File: src/rtl/note_recorder_pkg.sv
// Shared definitions for the note recorder: FSM states and buffer entry layout.
// An entry is {notes[7:0], shift[1:0], dur[DUR_W-1:0]}, with dur in the low bits.
package note_recorder_pkg;

  typedef enum logic [1:0] {
    ST_IDLE       = 2'd0,
    ST_RECORD     = 2'd1,
    ST_PLAY_FETCH = 2'd2,
    ST_PLAY_HOLD  = 2'd3
  } state_e;

  localparam int NOTE_W  = 8;
  localparam int SHIFT_W = 2;
  localparam int KEY_W   = NOTE_W + SHIFT_W;

  // Total entry width for a given duration field width.
  function automatic int entry_w(input int dur_w);
    return KEY_W + dur_w;
  endfunction

  // Bit position of the shift field inside an entry.
  function automatic int shift_lsb(input int dur_w);
    return dur_w;
  endfunction

  // Bit position of the notes field inside an entry.
  function automatic int notes_lsb(input int dur_w);
    return dur_w + SHIFT_W;
  endfunction

endpackage

File: src/rtl/note_recorder_tick_gen.sv
// Duration tick generator: one-clock pulse every CLK_HZ/TICK_HZ clocks.
// A synchronous clear restarts the count so the first tick lands a full
// period after a record or playback start.
module note_recorder_tick_gen #(
  parameter int CLK_HZ  = 100_000_000,
  parameter int TICK_HZ = 100
) (
  input  logic clk,
  input  logic rst_n,
  input  logic clr,
  output logic tick
);

  localparam int DIV   = (CLK_HZ / TICK_HZ > 1) ? CLK_HZ / TICK_HZ : 2;
  localparam int CNT_W = $clog2(DIV);
  localparam logic [CNT_W-1:0] CNT_LAST = CNT_W'(DIV - 1);
  localparam logic [CNT_W-1:0] CNT_ONE  = CNT_W'(1);

  logic [CNT_W-1:0] cnt_r;

  // Free-running divider, wrapping at DIV-1, restarted by clr.
  always_ff @(posedge clk or negedge rst_n) begin
    if (!rst_n) begin
      cnt_r <= {CNT_W{1'b0}};
    end else if (clr) begin
      cnt_r <= {CNT_W{1'b0}};
    end else if (cnt_r == CNT_LAST) begin
      cnt_r <= {CNT_W{1'b0}};
    end else begin
      cnt_r <= cnt_r + CNT_ONE;
    end
  end

  assign tick = (cnt_r == CNT_LAST);

endmodule

File: src/rtl/note_recorder.sv
// Note recorder: passes live keys to the sound block, records key patterns
// with tick-resolution durations, and replays them with the recorded timing.
module note_recorder
  import note_recorder_pkg::*;
#(
  parameter int CLK_HZ  = 100_000_000,
  parameter int TICK_HZ = 100,
  parameter int DEPTH   = 64,
  parameter int DUR_W   = 8
) (
  input  logic                     clk,
  input  logic                     rst_n,
  input  logic [7:0]               keys,
  input  logic [1:0]               key_shift,
  input  logic                     rec_start,
  input  logic                     play_start,
  input  logic                     stop,
  output logic [7:0]               notes,
  output logic [1:0]               shift,
  output logic                     recording,
  output logic                     playing,
  output logic                     full,
  output logic                     done,
  output logic [$clog2(DEPTH):0]   length
);

  localparam int ADDR_W    = $clog2(DEPTH);
  localparam int LEN_W     = ADDR_W + 1;
  localparam int ENTRY_W   = entry_w(DUR_W);
  localparam int SHIFT_LSB = shift_lsb(DUR_W);
  localparam int NOTES_LSB = notes_lsb(DUR_W);

  localparam logic [LEN_W-1:0]  LEN_ZERO = {LEN_W{1'b0}};
  localparam logic [LEN_W-1:0]  LEN_ONE  = LEN_W'(1);
  localparam logic [LEN_W-1:0]  LEN_LAST = LEN_W'(DEPTH - 1);
  localparam logic [ADDR_W-1:0] IDX_ONE  = ADDR_W'(1);
  localparam logic [DUR_W-1:0]  DUR_ZERO = {DUR_W{1'b0}};
  localparam logic [DUR_W-1:0]  DUR_ONE  = DUR_W'(1);
  localparam logic [DUR_W-1:0]  DUR_MAX  = {DUR_W{1'b1}};

  state_e              state_r;
  logic [KEY_W-1:0]    cur_r;
  logic [DUR_W-1:0]    dur_r;
  logic [DUR_W-1:0]    remain_r;
  logic [ADDR_W-1:0]   idx_r;
  logic [ENTRY_W-1:0]  mem_r [DEPTH];

  logic [KEY_W-1:0]    key_s;
  logic [ENTRY_W-1:0]  rd_entry_s;
  logic [LEN_W-1:0]    last_idx_s;
  logic                key_chg_s;
  logic                dur_sat_s;
  logic                tick_s;
  logic                tick_clr_s;
  logic                rec_write_s;

  assign key_s      = {keys, key_shift};
  assign rd_entry_s = mem_r[idx_r];
  assign last_idx_s = length - LEN_ONE;
  assign key_chg_s  = (key_s != cur_r);
  assign dur_sat_s  = (dur_r == DUR_MAX);

  note_recorder_tick_gen #(
    .CLK_HZ  (CLK_HZ),
    .TICK_HZ (TICK_HZ)
  ) u_tick_gen (
    .clk   (clk),
    .rst_n (rst_n),
    .clr   (tick_clr_s),
    .tick  (tick_s)
  );

  // Restart the tick divider whenever a record or playback start is accepted.
  always_comb begin
    tick_clr_s = 1'b0;
    if ((state_r == ST_IDLE) && !stop && (rec_start || play_start)) begin
      tick_clr_s = 1'b1;
    end else begin
      tick_clr_s = 1'b0;
    end
  end

  // Buffer write: flush on stop, or on a tick that closes the current pair;
  // a pair with zero duration is never written.
  always_comb begin
    rec_write_s = 1'b0;
    if ((state_r == ST_RECORD) && (dur_r != DUR_ZERO)) begin
      if (stop) begin
        rec_write_s = 1'b1;
      end else if (tick_s && (key_chg_s || dur_sat_s)) begin
        rec_write_s = 1'b1;
      end else begin
        rec_write_s = 1'b0;
      end
    end else begin
      rec_write_s = 1'b0;
    end
  end

  // Entry storage; contents are deliberately not reset.
  always_ff @(posedge clk) begin
    if (rec_write_s) begin
      mem_r[length[ADDR_W-1:0]] <= {cur_r, dur_r};
    end
  end

  // Control FSM with registered outputs.
  always_ff @(posedge clk or negedge rst_n) begin
    if (!rst_n) begin
      state_r   <= ST_IDLE;
      notes     <= 8'h00;
      shift     <= 2'd0;
      recording <= 1'b0;
      playing   <= 1'b0;
      full      <= 1'b0;
      done      <= 1'b0;
      length    <= LEN_ZERO;
      cur_r     <= {KEY_W{1'b0}};
      dur_r     <= DUR_ZERO;
      remain_r  <= DUR_ZERO;
      idx_r     <= {ADDR_W{1'b0}};
    end else begin
      done <= 1'b0;
      case (state_r)
        ST_IDLE: begin
          notes <= keys;
          shift <= key_shift;
          if (stop) begin
            state_r <= ST_IDLE;
          end else if (rec_start) begin
            state_r   <= ST_RECORD;
            recording <= 1'b1;
            length    <= LEN_ZERO;
            full      <= 1'b0;
            cur_r     <= key_s;
            dur_r     <= DUR_ZERO;
          end else if (play_start) begin
            if (length == LEN_ZERO) begin
              done <= 1'b1;
            end else begin
              idx_r   <= {ADDR_W{1'b0}};
              state_r <= ST_PLAY_FETCH;
              playing <= 1'b1;
            end
          end else begin
            state_r <= ST_IDLE;
          end
        end

        ST_RECORD: begin
          notes <= keys;
          shift <= key_shift;
          if (rec_write_s) begin
            length <= length + LEN_ONE;
          end
          if (stop) begin
            if (rec_write_s && (length == LEN_LAST)) begin
              full <= 1'b1;
            end
            state_r   <= ST_IDLE;
            recording <= 1'b0;
          end else if (tick_s) begin
            if (key_chg_s || dur_sat_s) begin
              cur_r <= key_s;
              dur_r <= DUR_ONE;
              if (rec_write_s && (length == LEN_LAST)) begin
                full      <= 1'b1;
                state_r   <= ST_IDLE;
                recording <= 1'b0;
              end
            end else begin
              dur_r <= dur_r + DUR_ONE;
            end
          end else begin
            state_r <= ST_RECORD;
          end
        end

        ST_PLAY_FETCH: begin
          if (stop) begin
            notes   <= 8'h00;
            shift   <= 2'd0;
            done    <= 1'b1;
            playing <= 1'b0;
            state_r <= ST_IDLE;
          end else begin
            notes    <= rd_entry_s[NOTES_LSB +: NOTE_W];
            shift    <= rd_entry_s[SHIFT_LSB +: SHIFT_W];
            remain_r <= rd_entry_s[DUR_W-1:0];
            state_r  <= ST_PLAY_HOLD;
          end
        end

        ST_PLAY_HOLD: begin
          if (stop) begin
            notes   <= 8'h00;
            shift   <= 2'd0;
            done    <= 1'b1;
            playing <= 1'b0;
            state_r <= ST_IDLE;
          end else if (tick_s) begin
            if (remain_r <= DUR_ONE) begin
              if ({1'b0, idx_r} == last_idx_s) begin
                notes   <= 8'h00;
                shift   <= 2'd0;
                done    <= 1'b1;
                playing <= 1'b0;
                state_r <= ST_IDLE;
              end else begin
                idx_r   <= idx_r + IDX_ONE;
                state_r <= ST_PLAY_FETCH;
              end
            end else begin
              remain_r <= remain_r - DUR_ONE;
            end
          end else begin
            state_r <= ST_PLAY_HOLD;
          end
        end

        default: begin
          state_r   <= ST_IDLE;
          recording <= 1'b0;
          playing   <= 1'b0;
        end
      endcase
    end
  end

endmodule

File: config.mk
export PLATFORM = sky130hd
export DESIGN_NAME = note_recorder
export DESIGN_NICKNAME = d
export VERILOG_FILES = /design/src/rtl/note_recorder_pkg.sv /design/src/rtl/note_recorder_tick_gen.sv /design/src/rtl/note_recorder.sv
export SDC_FILE = /design/constraint.sdc
export NUM_CORES = 1
export LEC_CHECK = 0
export BUFFER_PORTS_ARGS = -buffer_cell sky130_fd_sc_hd__buf_2
export CAP_MARGIN = 10
export CELL_PAD_IN_SITES_DETAIL_PLACEMENT = 0
export CELL_PAD_IN_SITES_GLOBAL_PLACEMENT = 1
export CORE_ASPECT_RATIO = 2
export CORE_MARGIN = 2
export CORE_UTILIZATION = 58
export CTS_BUF_LIST = sky130_fd_sc_hd__clkbuf_4 sky130_fd_sc_hd__clkbuf_8
export DETAILED_ROUTE_END_ITERATION = 12
export PLACE_DENSITY_LB_ADDON = 0.05
export SLEW_MARGIN = 20
export SYNTH_ARGS = -nofsm -noshare
export SYNTH_HDL_FRONTEND = slang
export SYNTH_SLANG_ARGS = --single-unit
File: constraint.sdc
create_clock -name clk -period 5.97 [get_ports clk]
set_clock_uncertainty 0.2 [all_clocks]
set_input_delay 0.597 -clock clk [delete_from_list [all_inputs] [get_ports clk]]
set_output_delay 0.597 -clock clk [all_outputs]
set_load 0.005 [all_outputs]
==> key figures <==
Setup path
  – CP dominant cell by count: buf_4
  – Max incr delay on CP: 0.88 ns
  – Crit path launch type: flip-flop
  – CP cell instances: buf_4, inv_1, ha_1, or4b_1, o41ai_4, nor3_1, nand3_1, buf_4, nor2_2
  – Setup CP Type: reg2reg
  – Critical path arrival: 5.10 ns
  – Crit path required time: 6.23 ns
  – Crit path max fanout: 67
  – Reg2Reg Depth: 9
  – Critical path endpoint category: flip-flop
  – Worst path slowest cell: nor3_1

Placed design
  – Dpl cells: 3358
  – DP Area: 50200 um2
  – Pre-CTS setup slack: 1.18 ns
  – DP HPWL: 76.8 mm
  – PortBufs: 35
  – Routability cong.: 0.871

Die
  – Initial core utilization: 58.6%
  – Core Rows: 149
  – Core ar.: 82600 um2
  – Die Wd: 208 um
  – Full die area: 86000 um2
  – Die Y-Extent: 413 um
  – IO Pins: 36

STA
  – Hold WS: 0.269 ns
  – Final Slew Violations: 0
  – FMAX: 207 MHz
  – Post-route clock period utilization: 81.0%
  – Tmin final: 4.84 ns
  – Tightest Pin Transition: 1.15 ns
  – Finish-stage setup viols: 0
  – Setup WS post-layout: 1.13 ns
  – RSZ-0062 raised after global routing: no
  – Final Hold Vio Count: 0
  – Worst slew margin: 23.3%
  – Setup TNS: 0 ns

GRT
  – GRT overflow: 0
  – Total track usage: 29.3%
  – Initial antenna violation count: 2
  – Largest net degree at the start of global routing: 101
  – First-pass GRT wire length: 176 mm
  – Vias in the first global route: 25141

Yosys
  – Multiplexer share of the synthesized area: 16.6%
  – Syn nets: 2330
  – Yosys top cell by area: edfxtp_1
  – Main combinational cell family by area after synthesis: multiplexers
  – Post-synthesis cell count: 2306
  – Post-Synth Simple-Gate Area: 3.46%
  – Post-synth top cells: edfxtp_1, mux4_2, nor2_1, dfrtp_1, nand2_1
  – Post-synthesis register bit count: 1227
  – Xor/xnor share of the synthesized area: 0.651%
  – Synth top area cells: edfxtp_1, mux4_2, dfrtp_1
  – Synth top area share: 71.4%
  – Cell area after synthesis: 48400 um2
  – Adder-Cell Fraction of Synth Area: 0.232%
  – Syn_area_per_cell: 21.0 um2
  – Post-synthesis sequential area ratio: 75.3%
  – EDFF count, synth: 1152
  – Compound-Gate Fraction of Synth Area: 2.21%
  – Yosys warnings: 0
  – Most numerous cell in the Yosys netlist: edfxtp_1
  – Synth async-reset ratio: 6.11%
  – Yosys cell types: 69
  – Most used DFF post-synth: edfxtp_1

Detailed routing
  – Vias: 23834
  – DR iter-0 viols: 2228
  – Drt first pass iters: 6
  – Post-route ant nets: 0
  – Final WL: 122 mm
  – Residual DRC: 0
  – DR vias/cell: 6.48
  – WL/cell: 33.2 um

Power
  – Pleak: 17.4 nW
  – Power Dens Cells: 315 nW/um2
  – Total power: 16.9 mW
  – Peak supply drop: 0.299 mV

Cells and area
  – Fill count: 5549
  – Final core occ: 65.0%
  – Non-Filler Instances: 3676
  – Finished Cell Area: 53700 um2
  – P&R area growth vs syn: 10.8%
  – Post-layout nets: 2507
  – Layout cells sized above 1: 31.5%

CTS
  – Post-CTS Hold Buffers: 16
  – Buffer depth of the longest clock path: 3
  – CTS Root Cell: clkbuf_8
  – Worst-Skew Late Latency: 0.87 ns
  – Total CTS buffers: 164
  – CTS Sinks: 1227
  – CTS resizes: 0
  – TritonCTS clock tree: built
  – H-tree depth: 4
  – Setup bufs post-CTS: 0
  – Clock Pin Slew Worst Setup and Hold Paths: 0.06 ns

Run status
  – Status: completed

Job
  – Max-Cap Viols: 0

Hold path
  – Worst Hold Class: in2async
==> routing by layer <==
metal | GRT usage (%) | part of all wire (%)
met4 | 18.7 | 7.0
met1 | 33.3 | 34
met2 | 51.5 | 53
met3 | 5.14 | 5.4
met5 | 0 | 0.0082
==> sequential cells by signal, summed over array words and instances (netlist names) <==
signal            cells
dur_r                 8
u_tick_gen.cnt_r     20
cur_r                10
shift                 2
notes                 8
state_r               2
length                7
mem_r              1152
full                  1
done                  1
idx_r                 6
remain_r              8
recording             1
playing               1
==> cell type report <==
class | count | area, um2 | area share (%)
multi-input combinational | 940 | 11400 | 21.3
antenna | 1 | 2.50 | 0.00466
inverter | 19 | 71.3 | 0.133
clock inverter | 91 | 676 | 1.26
clock buffer | 210 | 2610 | 4.86
tap | 1057 | 1320 | 2.46
sequential | 1227 | 36500 | 68.0
timing repair buffer | 131 | 1030 | 1.91
==> cells by family after synthesis <==
| logic type | Yosys count |
|---|---|
| adder cells (fa/ha/maj) | 9 |
| AND/OR/NAND/NOR | 348 |
| multiplexers | 400 |
| buffers and inverters | 139 |
| flip-flops | 1227 |
| AO/OA/AOI/OAI | 147 |
| XOR/XNOR | 36 |
==> power by group <==
group | internal (mW) | switching [mW] | leakage [nW]
Combinational | 0.161 | 0.665 | 3.49
Sequential | 9.69 | 0.0583 | 12.2
Clock | 3.24 | 3.11 | 1.72
==> critical path, delay by kind of cell (launching register included) <==
kind            cells  cell delay (ns)
simple gates        4             2.42
buf+inv             3             1.09
compound gates      1             0.11
fa+ha+maj           1             0.23
flops               1             0.36
==> path summary, 6_finish.rpt <==
path / from / endpoint / slack, ns
hold reg to reg: notes[1] / notes[1] / 0.28
max in group asynchronous: rst_n / idx_r[0] / 4.35
min in group clk: notes[1] / notes[1] / 0.28
setup / recovery: dur_r[0] / mem_r[6][1] / 1.13
hold / removal: rst_n / u_tick_gen.cnt_r[6] / 0.27
setup reg to reg: dur_r[0] / mem_r[6][1] / 1.13
==> placed cells by master (no fill, tap or decap), drive strengths merged, types with 12 or more instances in the layout <==
cell type,n
mux2,24
nor2,131
dfrtp,75
mux4,322
dlygate4sd3,16
xor2,14
nor3,19
a21oi,29
buf,115
nand3,47
clkbuf,210
nand2b,26
nand4,18
edfxtp,1152
nor2b,12
xnor2,22
nand2,57
o21ai,24
a32oi,13
clkinv,71
a22oi,20
mux2i,54
inv,25
No activity file was read; power rests on OpenSTA's default activity.
